`src/rtl/lsu_pkg.sv`:
```
// rtl/lsu_pkg.sv - MemOP encodings, LSU FSM states and size decode shared by the LSU files
// LSU_MISALIGN_SPLIT_EN adds the second-beat states.
package lsu_pkg;

  localparam logic [2:0] MEMOP_B  = 3'b000;
  localparam logic [2:0] MEMOP_BU = 3'b100;
  localparam logic [2:0] MEMOP_H  = 3'b001;
  localparam logic [2:0] MEMOP_HU = 3'b101;
  localparam logic [2:0] MEMOP_W  = 3'b010;

  typedef enum logic [2:0] {
    ST_IDLE,
    ST_BEAT0,
    ST_WAIT0,
`ifdef LSU_MISALIGN_SPLIT_EN
    ST_BEAT1,
    ST_WAIT1,
`endif
    ST_RESP
  } lsu_state_e;

  // Access size in bytes; 0 marks the unused size code.
  function automatic logic [2:0] memop_size(input logic [2:0] op);
    case (op[1:0])
      2'b00:   return 3'd1;
      2'b01:   return 3'd2;
      2'b10:   return 3'd4;
      default: return 3'd0;
    endcase
  endfunction

  function automatic logic memop_legal(input logic [2:0] op);
    return (op[1:0] != 2'b11) && !(op[2] && op[1]);
  endfunction

endpackage

```
`src/rtl/lsu_ctrl_if.sv`:
```
// rtl/lsu_ctrl_if.sv - request/response and memory-beat bundles for the LSU
// The LSU is the slave of the request bus and the master of the memory bus.
interface lsu_req_if #(
  parameter int AW = 32,
  parameter int DW = 32
);
  logic          req_valid;
  logic          req_ready;
  logic          req_we;
  logic [2:0]    req_memop;
  logic [AW-1:0] req_addr;
  logic [DW-1:0] req_wdata;
  logic          resp_valid;
  logic          resp_ready;
  logic [DW-1:0] resp_rdata;
  logic          resp_err;

  modport master (
    output req_valid, req_we, req_memop, req_addr, req_wdata, resp_ready,
    input  req_ready, resp_valid, resp_rdata, resp_err
  );
  modport slave (
    input  req_valid, req_we, req_memop, req_addr, req_wdata, resp_ready,
    output req_ready, resp_valid, resp_rdata, resp_err
  );
endinterface

interface lsu_mem_if #(
  parameter int AW = 32,
  parameter int DW = 32
);
  logic          mem_valid;
  logic          mem_ready;
  logic          mem_we;
  logic [AW-1:0] mem_addr;
  logic [DW-1:0] mem_wdata;
  logic [3:0]    mem_wstrb;
  logic [DW-1:0] mem_rdata;
  logic          mem_rvalid;

  modport master (
    output mem_valid, mem_we, mem_addr, mem_wdata, mem_wstrb,
    input  mem_ready, mem_rdata, mem_rvalid
  );
  modport slave (
    input  mem_valid, mem_we, mem_addr, mem_wdata, mem_wstrb,
    output mem_ready, mem_rdata, mem_rvalid
  );
endinterface

```
`src/rtl/lsu_lane_align.sv`:
```
// rtl/lsu_lane_align.sv - store lane shift/strobes and load byte merge/extension
// Both directions view the access as a 64-bit window over two consecutive words.
module lsu_lane_align
  import lsu_pkg::*;
(
  input  logic [2:0]  i_memop,
  input  logic [1:0]  i_off,
  input  logic        i_beat1,
  input  logic [31:0] i_wdata,
  input  logic [31:0] i_lo,
  input  logic [31:0] i_hi,
  output logic [31:0] o_wdata,
  output logic [3:0]  o_wstrb,
  output logic [31:0] o_rdata
);
  logic [2:0]  w_size;
  logic [63:0] w_st_sh;
  logic [7:0]  w_mask;
  logic [7:0]  w_strb;
  logic [31:0] w_ld_raw;

  assign w_size  = memop_size(i_memop);
  assign w_st_sh = {32'd0, i_wdata} << {i_off, 3'b000};

  always_comb begin
    w_mask = 8'h00;
    case (w_size)
      3'd1:    w_mask = 8'h01;
      3'd2:    w_mask = 8'h03;
      3'd4:    w_mask = 8'h0F;
      default: w_mask = 8'h00;
    endcase
  end

  assign w_strb  = w_mask << i_off;
  assign o_wdata = i_beat1 ? w_st_sh[63:32] : w_st_sh[31:0];
  assign o_wstrb = i_beat1 ? w_strb[7:4] : w_strb[3:0];

  // Low word holds lanes addr[1:0]..3, high word continues the access.
  assign w_ld_raw = 32'({i_hi, i_lo} >> {i_off, 3'b000});

  always_comb begin
    o_rdata = w_ld_raw;
    case (w_size)
      3'd1:    o_rdata = {{24{w_ld_raw[7] & ~i_memop[2]}}, w_ld_raw[7:0]};
      3'd2:    o_rdata = {{16{w_ld_raw[15] & ~i_memop[2]}}, w_ld_raw[15:0]};
      default: o_rdata = w_ld_raw;
    endcase
  end

endmodule

```
`src/rtl/lsu_ctrl.sv`:
```
// rtl/lsu_ctrl.sv - load/store control FSM between execute stage and byte-strobed data memory
// LSU_MISALIGN_SPLIT_EN: split word-crossing accesses into two beats instead of faulting.
module lsu_ctrl
  import lsu_pkg::*;
#(
  parameter int AW = 32,
  parameter int DW = 32
) (
  input logic       clk,
  input logic       rst,
  lsu_req_if.slave  req_bus,
  lsu_mem_if.master mem_bus
);
  lsu_state_e    r_state;
  logic          r_we;
  logic [2:0]    r_op;
  logic [1:0]    r_off;
  logic [DW-1:0] r_wdata;
  logic [DW-1:0] r_lo;
  logic          r_mem_valid;
  logic          r_mem_we;
  logic [AW-1:0] r_mem_addr;
  logic [DW-1:0] r_mem_wdata;
  logic [3:0]    r_mem_wstrb;
  logic          r_resp_valid;
  logic          r_resp_err;
  logic [DW-1:0] r_resp_rdata;

  logic          w_idle;
  logic [2:0]    w_op;
  logic [2:0]    w_size;
  logic [1:0]    w_off;
  logic [DW-1:0] w_wdata;
  logic [DW-1:0] w_lo;
  logic [DW-1:0] w_st_wdata;
  logic [3:0]    w_st_wstrb;
  logic [DW-1:0] w_ld_data;
  logic          w_beat1;
  logic          w_bad;

  // In IDLE the aligner looks at the incoming request so beat 0 can launch on accept.
  assign w_idle  = (r_state == ST_IDLE);
  assign w_op    = w_idle ? req_bus.req_memop     : r_op;
  assign w_off   = w_idle ? req_bus.req_addr[1:0] : r_off;
  assign w_wdata = w_idle ? req_bus.req_wdata     : r_wdata;
  assign w_lo    = (r_state == ST_WAIT0) ? mem_bus.mem_rdata : r_lo;
  assign w_size  = memop_size(w_op);

`ifdef LSU_MISALIGN_SPLIT_EN
  logic          r_split;
  logic [AW-3:0] r_word;
  logic          w_split;
  logic [AW-3:0] w_word_next;

  assign w_split     = ({1'b0, w_off} + w_size) > 3'd4;
  assign w_word_next = r_word + (AW-2)'(1);
  assign w_beat1     = !w_idle;
  assign w_bad       = !memop_legal(w_op);
`else
  assign w_beat1 = 1'b0;
  assign w_bad   = !memop_legal(w_op) || (w_size == 3'd2 && w_off[0]) ||
                   (w_size == 3'd4 && w_off != 2'b00);
`endif

  lsu_lane_align u_align (
    .i_memop (w_op),
    .i_off   (w_off),
    .i_beat1 (w_beat1),
    .i_wdata (w_wdata),
    .i_lo    (w_lo),
    .i_hi    (mem_bus.mem_rdata),
    .o_wdata (w_st_wdata),
    .o_wstrb (w_st_wstrb),
    .o_rdata (w_ld_data)
  );

  always_ff @(posedge clk) begin
    if (rst) begin
      r_state      <= ST_IDLE;
      r_we         <= 1'b0;
      r_op         <= 3'd0;
      r_off        <= 2'd0;
      r_wdata      <= '0;
      r_lo         <= '0;
      r_mem_valid  <= 1'b0;
      r_mem_we     <= 1'b0;
      r_mem_addr   <= '0;
      r_mem_wdata  <= '0;
      r_mem_wstrb  <= 4'd0;
      r_resp_valid <= 1'b0;
      r_resp_err   <= 1'b0;
      r_resp_rdata <= '0;
`ifdef LSU_MISALIGN_SPLIT_EN
      r_split      <= 1'b0;
      r_word       <= '0;
`endif
    end else begin
      case (r_state)
        ST_IDLE: if (req_bus.req_valid) begin
          r_we    <= req_bus.req_we;
          r_op    <= req_bus.req_memop;
          r_off   <= req_bus.req_addr[1:0];
          r_wdata <= req_bus.req_wdata;
          r_lo    <= '0;
`ifdef LSU_MISALIGN_SPLIT_EN
          r_split <= w_split;
          r_word  <= req_bus.req_addr[AW-1:2];
`endif
          if (w_bad) begin
            r_resp_valid <= 1'b1;
            r_resp_err   <= 1'b1;
            r_resp_rdata <= '0;
            r_state      <= ST_RESP;
          end else begin
            r_mem_valid <= 1'b1;
            r_mem_we    <= req_bus.req_we;
            r_mem_addr  <= {req_bus.req_addr[AW-1:2], 2'b00};
            r_mem_wdata <= req_bus.req_we ? w_st_wdata : '0;
            r_mem_wstrb <= req_bus.req_we ? w_st_wstrb : 4'd0;
            r_state     <= ST_BEAT0;
          end
        end
        ST_BEAT0: if (mem_bus.mem_ready) begin
          r_mem_valid <= 1'b0;
          if (!r_we) begin
            r_state <= ST_WAIT0;
`ifdef LSU_MISALIGN_SPLIT_EN
          end else if (r_split) begin
            r_mem_valid <= 1'b1;
            r_mem_addr  <= {w_word_next, 2'b00};
            r_mem_wdata <= w_st_wdata;
            r_mem_wstrb <= w_st_wstrb;
            r_state     <= ST_BEAT1;
`endif
          end else begin
            r_resp_valid <= 1'b1;
            r_resp_err   <= 1'b0;
            r_resp_rdata <= '0;
            r_state      <= ST_RESP;
          end
        end
        ST_WAIT0: if (mem_bus.mem_rvalid) begin
          r_lo <= mem_bus.mem_rdata;
`ifdef LSU_MISALIGN_SPLIT_EN
          if (r_split) begin
            r_mem_valid <= 1'b1;
            r_mem_we    <= 1'b0;
            r_mem_addr  <= {w_word_next, 2'b00};
            r_mem_wdata <= '0;
            r_mem_wstrb <= 4'd0;
            r_state     <= ST_BEAT1;
          end else
`endif
          begin
            r_resp_valid <= 1'b1;
            r_resp_err   <= 1'b0;
            r_resp_rdata <= w_ld_data;
            r_state      <= ST_RESP;
          end
        end
`ifdef LSU_MISALIGN_SPLIT_EN
        ST_BEAT1: if (mem_bus.mem_ready) begin
          r_mem_valid <= 1'b0;
          if (!r_we) begin
            r_state <= ST_WAIT1;
          end else begin
            r_resp_valid <= 1'b1;
            r_resp_err   <= 1'b0;
            r_resp_rdata <= '0;
            r_state      <= ST_RESP;
          end
        end
        ST_WAIT1: if (mem_bus.mem_rvalid) begin
          r_resp_valid <= 1'b1;
          r_resp_err   <= 1'b0;
          r_resp_rdata <= w_ld_data;
          r_state      <= ST_RESP;
        end
`endif
        ST_RESP: if (req_bus.resp_ready) begin
          r_resp_valid <= 1'b0;
          r_resp_err   <= 1'b0;
          r_resp_rdata <= '0;
          r_state      <= ST_IDLE;
        end
        default: r_state <= ST_IDLE;
      endcase
    end
  end

  assign req_bus.req_ready  = w_idle;
  assign req_bus.resp_valid = r_resp_valid;
  assign req_bus.resp_err   = r_resp_err;
  assign req_bus.resp_rdata = r_resp_rdata;
  assign mem_bus.mem_valid  = r_mem_valid;
  assign mem_bus.mem_we     = r_mem_we;
  assign mem_bus.mem_addr   = r_mem_addr;
  assign mem_bus.mem_wdata  = r_mem_wdata;
  assign mem_bus.mem_wstrb  = r_mem_wstrb;

endmodule

```
`src/flat_wrapper.sv`:
```
// flat-port wrapper written by rule: the top's interface ports become plain ports
module lsu_ctrl_flat import lsu_pkg::*;
#(
  parameter int AW = 32,
  parameter int DW = 32
)
  (clk, rst, req_bus_req_valid, req_bus_req_we, req_bus_req_memop, req_bus_req_addr, req_bus_req_wdata, req_bus_resp_ready, req_bus_req_ready, req_bus_resp_valid, req_bus_resp_rdata, req_bus_resp_err, mem_bus_mem_valid, mem_bus_mem_we, mem_bus_mem_addr, mem_bus_mem_wdata, mem_bus_mem_wstrb, mem_bus_mem_ready, mem_bus_mem_rdata, mem_bus_mem_rvalid);
  lsu_req_if #(.AW(AW), .DW(DW)) req_bus_i ();
  lsu_mem_if #(.AW(AW), .DW(DW)) mem_bus_i ();
  input logic clk;
  input logic rst;
  input wire logic [$bits(req_bus_i.req_valid)-1:0] req_bus_req_valid;
  input wire logic [$bits(req_bus_i.req_we)-1:0] req_bus_req_we;
  input wire logic [$bits(req_bus_i.req_memop)-1:0] req_bus_req_memop;
  input wire logic [$bits(req_bus_i.req_addr)-1:0] req_bus_req_addr;
  input wire logic [$bits(req_bus_i.req_wdata)-1:0] req_bus_req_wdata;
  input wire logic [$bits(req_bus_i.resp_ready)-1:0] req_bus_resp_ready;
  output wire logic [$bits(req_bus_i.req_ready)-1:0] req_bus_req_ready;
  output wire logic [$bits(req_bus_i.resp_valid)-1:0] req_bus_resp_valid;
  output wire logic [$bits(req_bus_i.resp_rdata)-1:0] req_bus_resp_rdata;
  output wire logic [$bits(req_bus_i.resp_err)-1:0] req_bus_resp_err;
  output wire logic [$bits(mem_bus_i.mem_valid)-1:0] mem_bus_mem_valid;
  output wire logic [$bits(mem_bus_i.mem_we)-1:0] mem_bus_mem_we;
  output wire logic [$bits(mem_bus_i.mem_addr)-1:0] mem_bus_mem_addr;
  output wire logic [$bits(mem_bus_i.mem_wdata)-1:0] mem_bus_mem_wdata;
  output wire logic [$bits(mem_bus_i.mem_wstrb)-1:0] mem_bus_mem_wstrb;
  input wire logic [$bits(mem_bus_i.mem_ready)-1:0] mem_bus_mem_ready;
  input wire logic [$bits(mem_bus_i.mem_rdata)-1:0] mem_bus_mem_rdata;
  input wire logic [$bits(mem_bus_i.mem_rvalid)-1:0] mem_bus_mem_rvalid;
  assign req_bus_i.req_valid = req_bus_req_valid;
  assign req_bus_i.req_we = req_bus_req_we;
  assign req_bus_i.req_memop = req_bus_req_memop;
  assign req_bus_i.req_addr = req_bus_req_addr;
  assign req_bus_i.req_wdata = req_bus_req_wdata;
  assign req_bus_i.resp_ready = req_bus_resp_ready;
  assign req_bus_req_ready = req_bus_i.req_ready;
  assign req_bus_resp_valid = req_bus_i.resp_valid;
  assign req_bus_resp_rdata = req_bus_i.resp_rdata;
  assign req_bus_resp_err = req_bus_i.resp_err;
  assign mem_bus_mem_valid = mem_bus_i.mem_valid;
  assign mem_bus_mem_we = mem_bus_i.mem_we;
  assign mem_bus_mem_addr = mem_bus_i.mem_addr;
  assign mem_bus_mem_wdata = mem_bus_i.mem_wdata;
  assign mem_bus_mem_wstrb = mem_bus_i.mem_wstrb;
  assign mem_bus_i.mem_ready = mem_bus_mem_ready;
  assign mem_bus_i.mem_rdata = mem_bus_mem_rdata;
  assign mem_bus_i.mem_rvalid = mem_bus_mem_rvalid;
  lsu_ctrl #(.AW(AW), .DW(DW)) u_core (.clk(clk), .rst(rst), .req_bus(req_bus_i), .mem_bus(mem_bus_i));
endmodule
```
`config.mk`:
```
export PLATFORM = sky130hd
export DESIGN_NAME = lsu_ctrl_flat
export DESIGN_NICKNAME = d
export VERILOG_FILES = /design/src/rtl/lsu_pkg.sv /design/src/rtl/lsu_ctrl_if.sv /design/src/rtl/lsu_lane_align.sv /design/src/rtl/lsu_ctrl.sv /design/src/flat_wrapper.sv
export SDC_FILE = /design/constraint.sdc
export NUM_CORES = 1
export LEC_CHECK = 0
export BUFFER_PORTS_ARGS = -buffer_cell sky130_fd_sc_hd__buf_2
export CORE_ASPECT_RATIO = 1.25
export CORE_MARGIN = 3
export CORE_UTILIZATION = 54
export CTS_CLUSTER_DIAMETER = 80
export CTS_CLUSTER_SIZE = 28
export DETAILED_ROUTE_END_ITERATION = 10
export HOLD_SLACK_MARGIN = 0.06
export PLACE_DENSITY = 0.84
export SLEW_MARGIN = 25
export SYNTH_ARGS = -nofsm -noshare
export SYNTH_HDL_FRONTEND = slang
export SYNTH_SLANG_ARGS = --single-unit
```
`constraint.sdc`:
```
create_clock -name clk -period 3.3 [get_ports clk]
set_input_delay 0.66 -clock clk [delete_from_list [all_inputs] [get_ports clk]]
set_output_delay 0.66 -clock clk [all_outputs]
set_load 0.01 [all_outputs]
```
# Yosys cells after proc, flatten, opt, wreduce, memory -nomap -nowiden
# Cells that the tools add are included.
[totals]
out_inout_bits = 105
elab_cells = 98
ff_bits = 175
[classes]
n_shift = 3
eq_ne = 16
n_reduce_logical = 20
n_bitwise = 4
mux = 41
[ops]
columns = ["cell", "count"]
rows = [
  ["two-way mux 32 bit", 11],
  ["case mux 32 bit (2 select lines)", 2],
  ["case mux 32 bit (4 select lines)", 1],
  [">> shifter 64 x 5 -> 32 bit", 1],
  ["<< shifter 32 x 5 -> 32 bit", 1],
  ["two-way mux 3 bit", 5],
  ["!= test 2 bit, second input constant", 7],
  ["two-way mux 1 bit", 13],
  ["case mux 3 bit (4 select lines)", 1],
  ["case mux 4 bit (3 select lines)", 1],
  ["equality test 3 x 2 -> 1 bit, second input constant", 3],
  ["case mux 3 bit (3 select lines)", 1],
  ["case mux 1 bit (4 select lines)", 2],
  ["AND reduction 4 bit", 2],
  ["<< shifter 8 x 2 -> 4 bit", 1],
  ["AND reduction 7 bit", 1],
  ["equality test 3 x 1 -> 1 bit, second input constant", 2],
  ["AND reduction 3 bit", 2],
  ["nonzero test 2 bit", 3],
  ["logical AND 1 bit", 4],
  ["two-way mux 2 bit", 2],
  ["two-way mux 4 bit", 1],
  ["nonzero test 4 bit", 1],
  ["equality test 3 bit, second input constant", 1],
  ["11 further kinds", 15],
]

# Depth between registers and ports, before layout
[logic_depth]
word_depth = 11
ltp_mapped = 15
mapped_depth_nobuf = 10

# Hierarchy
# A second synthesis with hierarchy kept.
[unflattened]
hier_cells = 967
area_unflattened_um2 = 9241.4
[by_module_without_submodules]
columns = ["module", "instances", "seq_area_each_um2", "cells_each", "area_per_inst_um2"]
rows = [
  ["lsu_ctrl", 1, 3483.3, 737, 7150.6],
  ["lsu_lane_align", 1, 0.0, 230, 2090.8],
]

# Worst setup path before layout
# Ideal clock, no wire load.
[synth_timing]
path_kind = "register -> register"
startpoint = "register u_core.r_state[0]"
endpoint = "register u_core.r_resp_rdata[10] (netlist: u_core.req_bus.resp_rdata[10])"
t_arrival_ns = 2.991
t_required_ns = 3.241
stages_incl_launch_ff = 15
setup_slack_ns = 0.250
path_cell_list = "dfxtp_1 -> inv_1 -> ha_1 -> buf_4 -> buf_6 -> clkbuf_1 -> buf_1 -> mux2i_1 -> inv_1 -> ha_1 -> nand2_1 -> o211ai_1 -> a21oi_1 -> clkbuf_1 -> a22o_1"
[synth_between]
elab_chain_len = 10
[synth_rtl]
columns = ["element", "line_no", "text"]
rows = [
  ["start, declared", "lsu_ctrl.sv:14", "lsu_state_e r_state;"],
  ["start signal, assigned", "lsu_ctrl.sv:79", "r_state <= ST_IDLE;"],
  ["start signal, assigned", "lsu_ctrl.sv:113", "r_state <= ST_RESP;"],
  ["start signal, assigned", "lsu_ctrl.sv:120", "r_state <= ST_BEAT0;"],
  ["logical NOT 3 bit *", "lsu_ctrl.sv:42", "assign w_idle = (r_state == ST_IDLE);"],
  ["via req_bus_req_ready", "flat_wrapper.sv:18", "output wire logic [$bits(req_bus_i.req_ready)-1:0] req_bus_req_ready;"],
  ["parallel branches: the longest is 9 deep, another holds >> shifter 64 x 5 -> 32 bit", "-", ""],
  ["end signal, assigned", "lsu_ctrl.sv:157", "r_resp_rdata <= w_ld_data;"],
  ["end, declared", "lsu_ctrl.sv:27", "logic [DW-1:0] r_resp_rdata;"],
]
# Mark *: on every way through the listed nets, which the timed path passes. The select of a mux whose other input is x is not followed.
# A chain may end at the register's enable or synchronous reset.

# Worst setup path in the final report
[layout_timing]
startpoint = "register u_core.r_state[1]"
endpoint = "register u_core.r_mem_wdata[1] (netlist: u_core.mem_bus.mem_wdata[1])"
[layout_between]
elab_chain_len = 10
[layout_rtl]
columns = ["element", "line_no", "text"]
rows = [
  ["logical NOT 3 bit *", "lsu_ctrl.sv:42, lsu_ctrl.sv:98", ""],
  ["two-way mux 3 bit", "lsu_ctrl.sv:43", "assign w_op = w_idle ? req_bus.req_memop : r_op;"],
  ["equality test 2 bit, or another cell as far along", "lsu_pkg.sv:24", "case (op[1:0])"],
  ["case mux 3 bit (3 select lines) or logical NOT 1 bit (tied branches)", "lsu_pkg.sv:24, lsu_pkg.sv:33", ""],
  ["equality test 3 x 2 -> 1 bit or logical AND 1 bit (tied branches)", "lsu_ctrl.sv:61, lsu_pkg.sv:33", ""],
  ["logical AND 1 bit or logical NOT 1 bit (tied branches)", "lsu_ctrl.sv:61", "assign w_bad = !memop_legal(w_op) || (w_size == 3'd2 && w_off[0]) ||"],
  ["logical OR 1 bit (2 in series)", "lsu_ctrl.sv:61", ""],
  ["inverter 1 bit (no line)", "-", ""],
  ["AND reduction 3 bit (no line)", "-", ""],
  ["end signal, assigned", "lsu_ctrl.sv:118", "r_mem_wdata <= req_bus.req_we ? w_st_wdata : '0;"],
  ["end, declared", "lsu_ctrl.sv:23", "logic [DW-1:0] r_mem_wdata;"],
]
# Every way passes the cells marked *; elsewhere a longest branch is shown, timed or not.

==> impl_metrics.toml <==
[floorplanning]
start_util_pct = 55.4
chipWidth_um = 117
rows = 50
ios = 211
fp.dieH_um = 145
core_area_um2 = 15000
die_area_um2 = 16900

[min_path]
min_to = "u_core.r_wdata[29]"
min-delay-start = "u_core.r_wdata[29]"
hp-class = "flop to flop"
holdPathStages = 2

[global_route]
overflow = 0
grt_max_degree = 39
antenna_found_initial = 0
grt_pass1_vias = 7583
grt_util_all_layers_pct = 30.0
grt_pass1_wl_um = 39000

[synth]
syn_area_um2 = 8320
syn_inst = 954
synth.distinct_cells = 54
ys_warn_count = 0
seq_area_frac_synth_pct = 40.2
yosys.area.top_type_share_pct = 40.2
ys_top_cells_by_area = "dfxtp_1 40%, nand2_1 8.3%, mux2i_1 7.6%, a21oi_1 6.3%, mux2_2 5.3%"
yosys.area.top_type = "dfxtp_1"
syn_area_per_cell_um2 = 8.72
synth-edff-count = 0
ys.flop_type = "dfxtp_1"
ys_ff_latch = 167
async_flop_share_pct = 0

[worst_setup_path]
crit_path_end_kind = "flop"
required_ps = 3680
start_kind = "flop"
r2r_start = "u_core.r_state[1]"
r2r_cells = 9
path_cells = "inv_1 > ha_2 > mux2_1 > inv_2 > ha_1 > a21oi_1 > o21a_1 > nor2_2 > a22o_1"
crit_path_max_incr_delay_ps = 570
crit_fanout = 19
cp_slowest_cell = "nor2_2"
reg2reg_slack_ps = 340
cp_data_arrival_time_ps = 3340
path_class = "flop to flop"
r2r_end = "u_core.mem_bus.mem_wdata[1]"

[sta]
final.min_clock_period_ps = 2960
rsz0062_at_grt = "no"
final_hold_viol_count = 0
min_period_over_period_pct = 89.7
fmax_mhz = 338
finalSetupTns_ps = 0
worst_slack_ps = 339
setup_viol = 0
finalMaxSlewViolations = 0
finClkSkew_ps = 11.4
worst_pin_slew_ps = 925
max_slew_margin_pct = 38.1

[route]
wl_per_cell_um = 19.7
via_per_inst = 6.10
num_vias = 8051
drc_errors = 0
dr.pass1.iters = 5
ant_nets = 0
drt-initial-drc-count = 696
wl_um = 26000

[power_and_ir_drop]
p_per_area_nw_per_um2 = 775
pwr-share-comb_pct = 42.1
pwr-share-seq_pct = 32.1
ir_drop_v = 0.000390
p_clk_share_pct = 25.7
p_leak_nw = 4.36
netSwitchingFraction_pct = 39.6
cellInternalPower_mw = 4.72
switchingPower_mw = 3.09

[clock_network]
cts.sinks = 167
ctsResizeCount = 0
cts_made_buffers = 17
cts.htree.levels = 4
postCtsSetupBuffers = 0
cts.clk_slew.worst_paths_ps = 70
cts_hold_buf = 0
cts_tree = "yes"
clock_latency_ps = 440
clock_path_buffers = 2
clockRootBuffer = "clkbuf_16"

[final_layout]
drive_gt1_share_pct = 29.6
syn_to_final_growth_pct = 21.1
final_cell_mix = "207 x buf_2, 184 x nand2_1, 167 x dfxtp_1, 103 x a21oi_1, 66 x nor2_1"
num-fill-cells = 1237
antenna_cells = 0
layout_commonest_cell = "buf_2"
nNetsFinal = 1239

[placed_design]
gp_congestion = 0.944
dp_hpwl_um = 18600
portBuffers = 208
dp_slack_ps = 371

[run]
maxCapViolCount = 0

[outcome]
status = "complete, no violations"
-- routing by layer --
| layer | up-vias | GRT usage (%) | part of all wire [%] |
|---|---|---|---|
| met5 | - | 0 | 0 |
| met4 | 0 | 22.1 | 7.1 |
| met3 | 108 | 5.57 | 7.0 |
| met2 | 392 | 49.7 | 49 |
| met1 | 3797 | 34.1 | 37 |
| li1 | 3754 | - | - |
-- through the flow --
stage | cells | area [um^2] | hold WS [ps] | utilization, % | total power, mW
after floorplan | 955 | 8330 | 432 | - | 4.80
after global placement | 1289 | 9500 | 438 | 63.3 | 5.72
after detailed placement | 1289 | 9500 | 442 | 63.3 | 5.80
after CTS | 1320 | 10100 | 447 | 67.2 | 7.79
after global routing | 1320 | 10100 | 459 | 67.2 | 8.22
final | 1320 | 10100 | 451 | 67.2 | 7.81
-- critical path: cells and delay by family (launching register included) --
kind                       cells  cell delay [ps]
DFF                            1              330
muxes                          1              400
adders and majority gates      2              740
buffers and inverters          2              290
AOI/OAI and AO/OA              3              580
and+or+nand+nor                1              570
-- final cells by class --
type	count	area (um^2)	area share [%]
flip-flops and latches	167	3340	33.2
clock buffers	19	443	4.39
multi-input cells	695	4630	45.9
clock inverters	12	141	1.40
repair buffers	236	1270	12.6
well taps	182	228	2.26
inverters	9	33.8	0.335
-- synthesized netlist by cell type (all sizes together), types with 3 or more instances --
library cell and instances:
a211oi 33, a21oi 104, a22o 17, a22oi 29, a32o 16, and2 3, and3 6, buf 32
clkbuf 52, dfxtp 167, ha 7, inv 9, mux2 40, mux2i 64, mux4 14, nand2 184
nor2 68, nor2b 20, o211ai 10, o21a 3, o21ai 27, o22ai 9, o2bb2ai 15, or3 3
-- sequential cells by signal, indices dropped and copies added, names as in the netlist --
name and count:
u_core.mem_bus.mem_wdata 32, u_core.r_wdata 32, u_core.req_bus.resp_rdata 32, u_core.mem_bus.mem_addr 30
u_core.r_lo 25, u_core.mem_bus.mem_wstrb 4, u_core.r_op 3, u_core.r_off 2
u_core.r_state 2, u_core.mem_bus.mem_valid 1, u_core.mem_bus.mem_we 1, u_core.r_we 1
u_core.req_bus.resp_err 1, u_core.req_bus.resp_valid 1
-- kinds of logic (layout without fill, tap and decap cells) --
logic type | Yosys count | after routing | synth area share [%]
simple gates | 295 | 295 | 14.9
compound gates | 273 | 273 | 22.1
flops | 167 | 167 | 40.2
mux | 118 | 118 | 16.9
buf+inv | 93 | 276 | 4.81
fa+ha+maj | 7 | 7 | 1.05
other cells | 1 | 2 | 0.0451
-- worst max-delay path by stage --
stage                                 start                             to  slack, ps  cells after the start
after floorplan           u_core.r_state[0]  u_core.req_bus.resp_rdata[10]        250                     14
after global placement    u_core.r_state[1]  u_core.req_bus.resp_rdata[26]        490                      7
after detailed placement  u_core.r_state[1]     u_core.mem_bus.mem_addr[5]        370                     10
after CTS                 u_core.r_state[1]    u_core.mem_bus.mem_wdata[1]        360                      9
after global routing      u_core.r_state[1]    u_core.mem_bus.mem_wdata[1]        100                      9
final                     u_core.r_state[1]    u_core.mem_bus.mem_wdata[1]        340                      9
-- power by group through the flow --
stage	clock, mW	combinational (mW)	sequential (mW)
after floorplan	0	2.22	2.58
after global placement	0	3.19	2.53
after detailed placement	0	3.25	2.54
after CTS	2.02	3.26	2.50
after global routing	2.11	3.57	2.54
final	2.01	3.29	2.51
(Power assumes the default switching activity.)
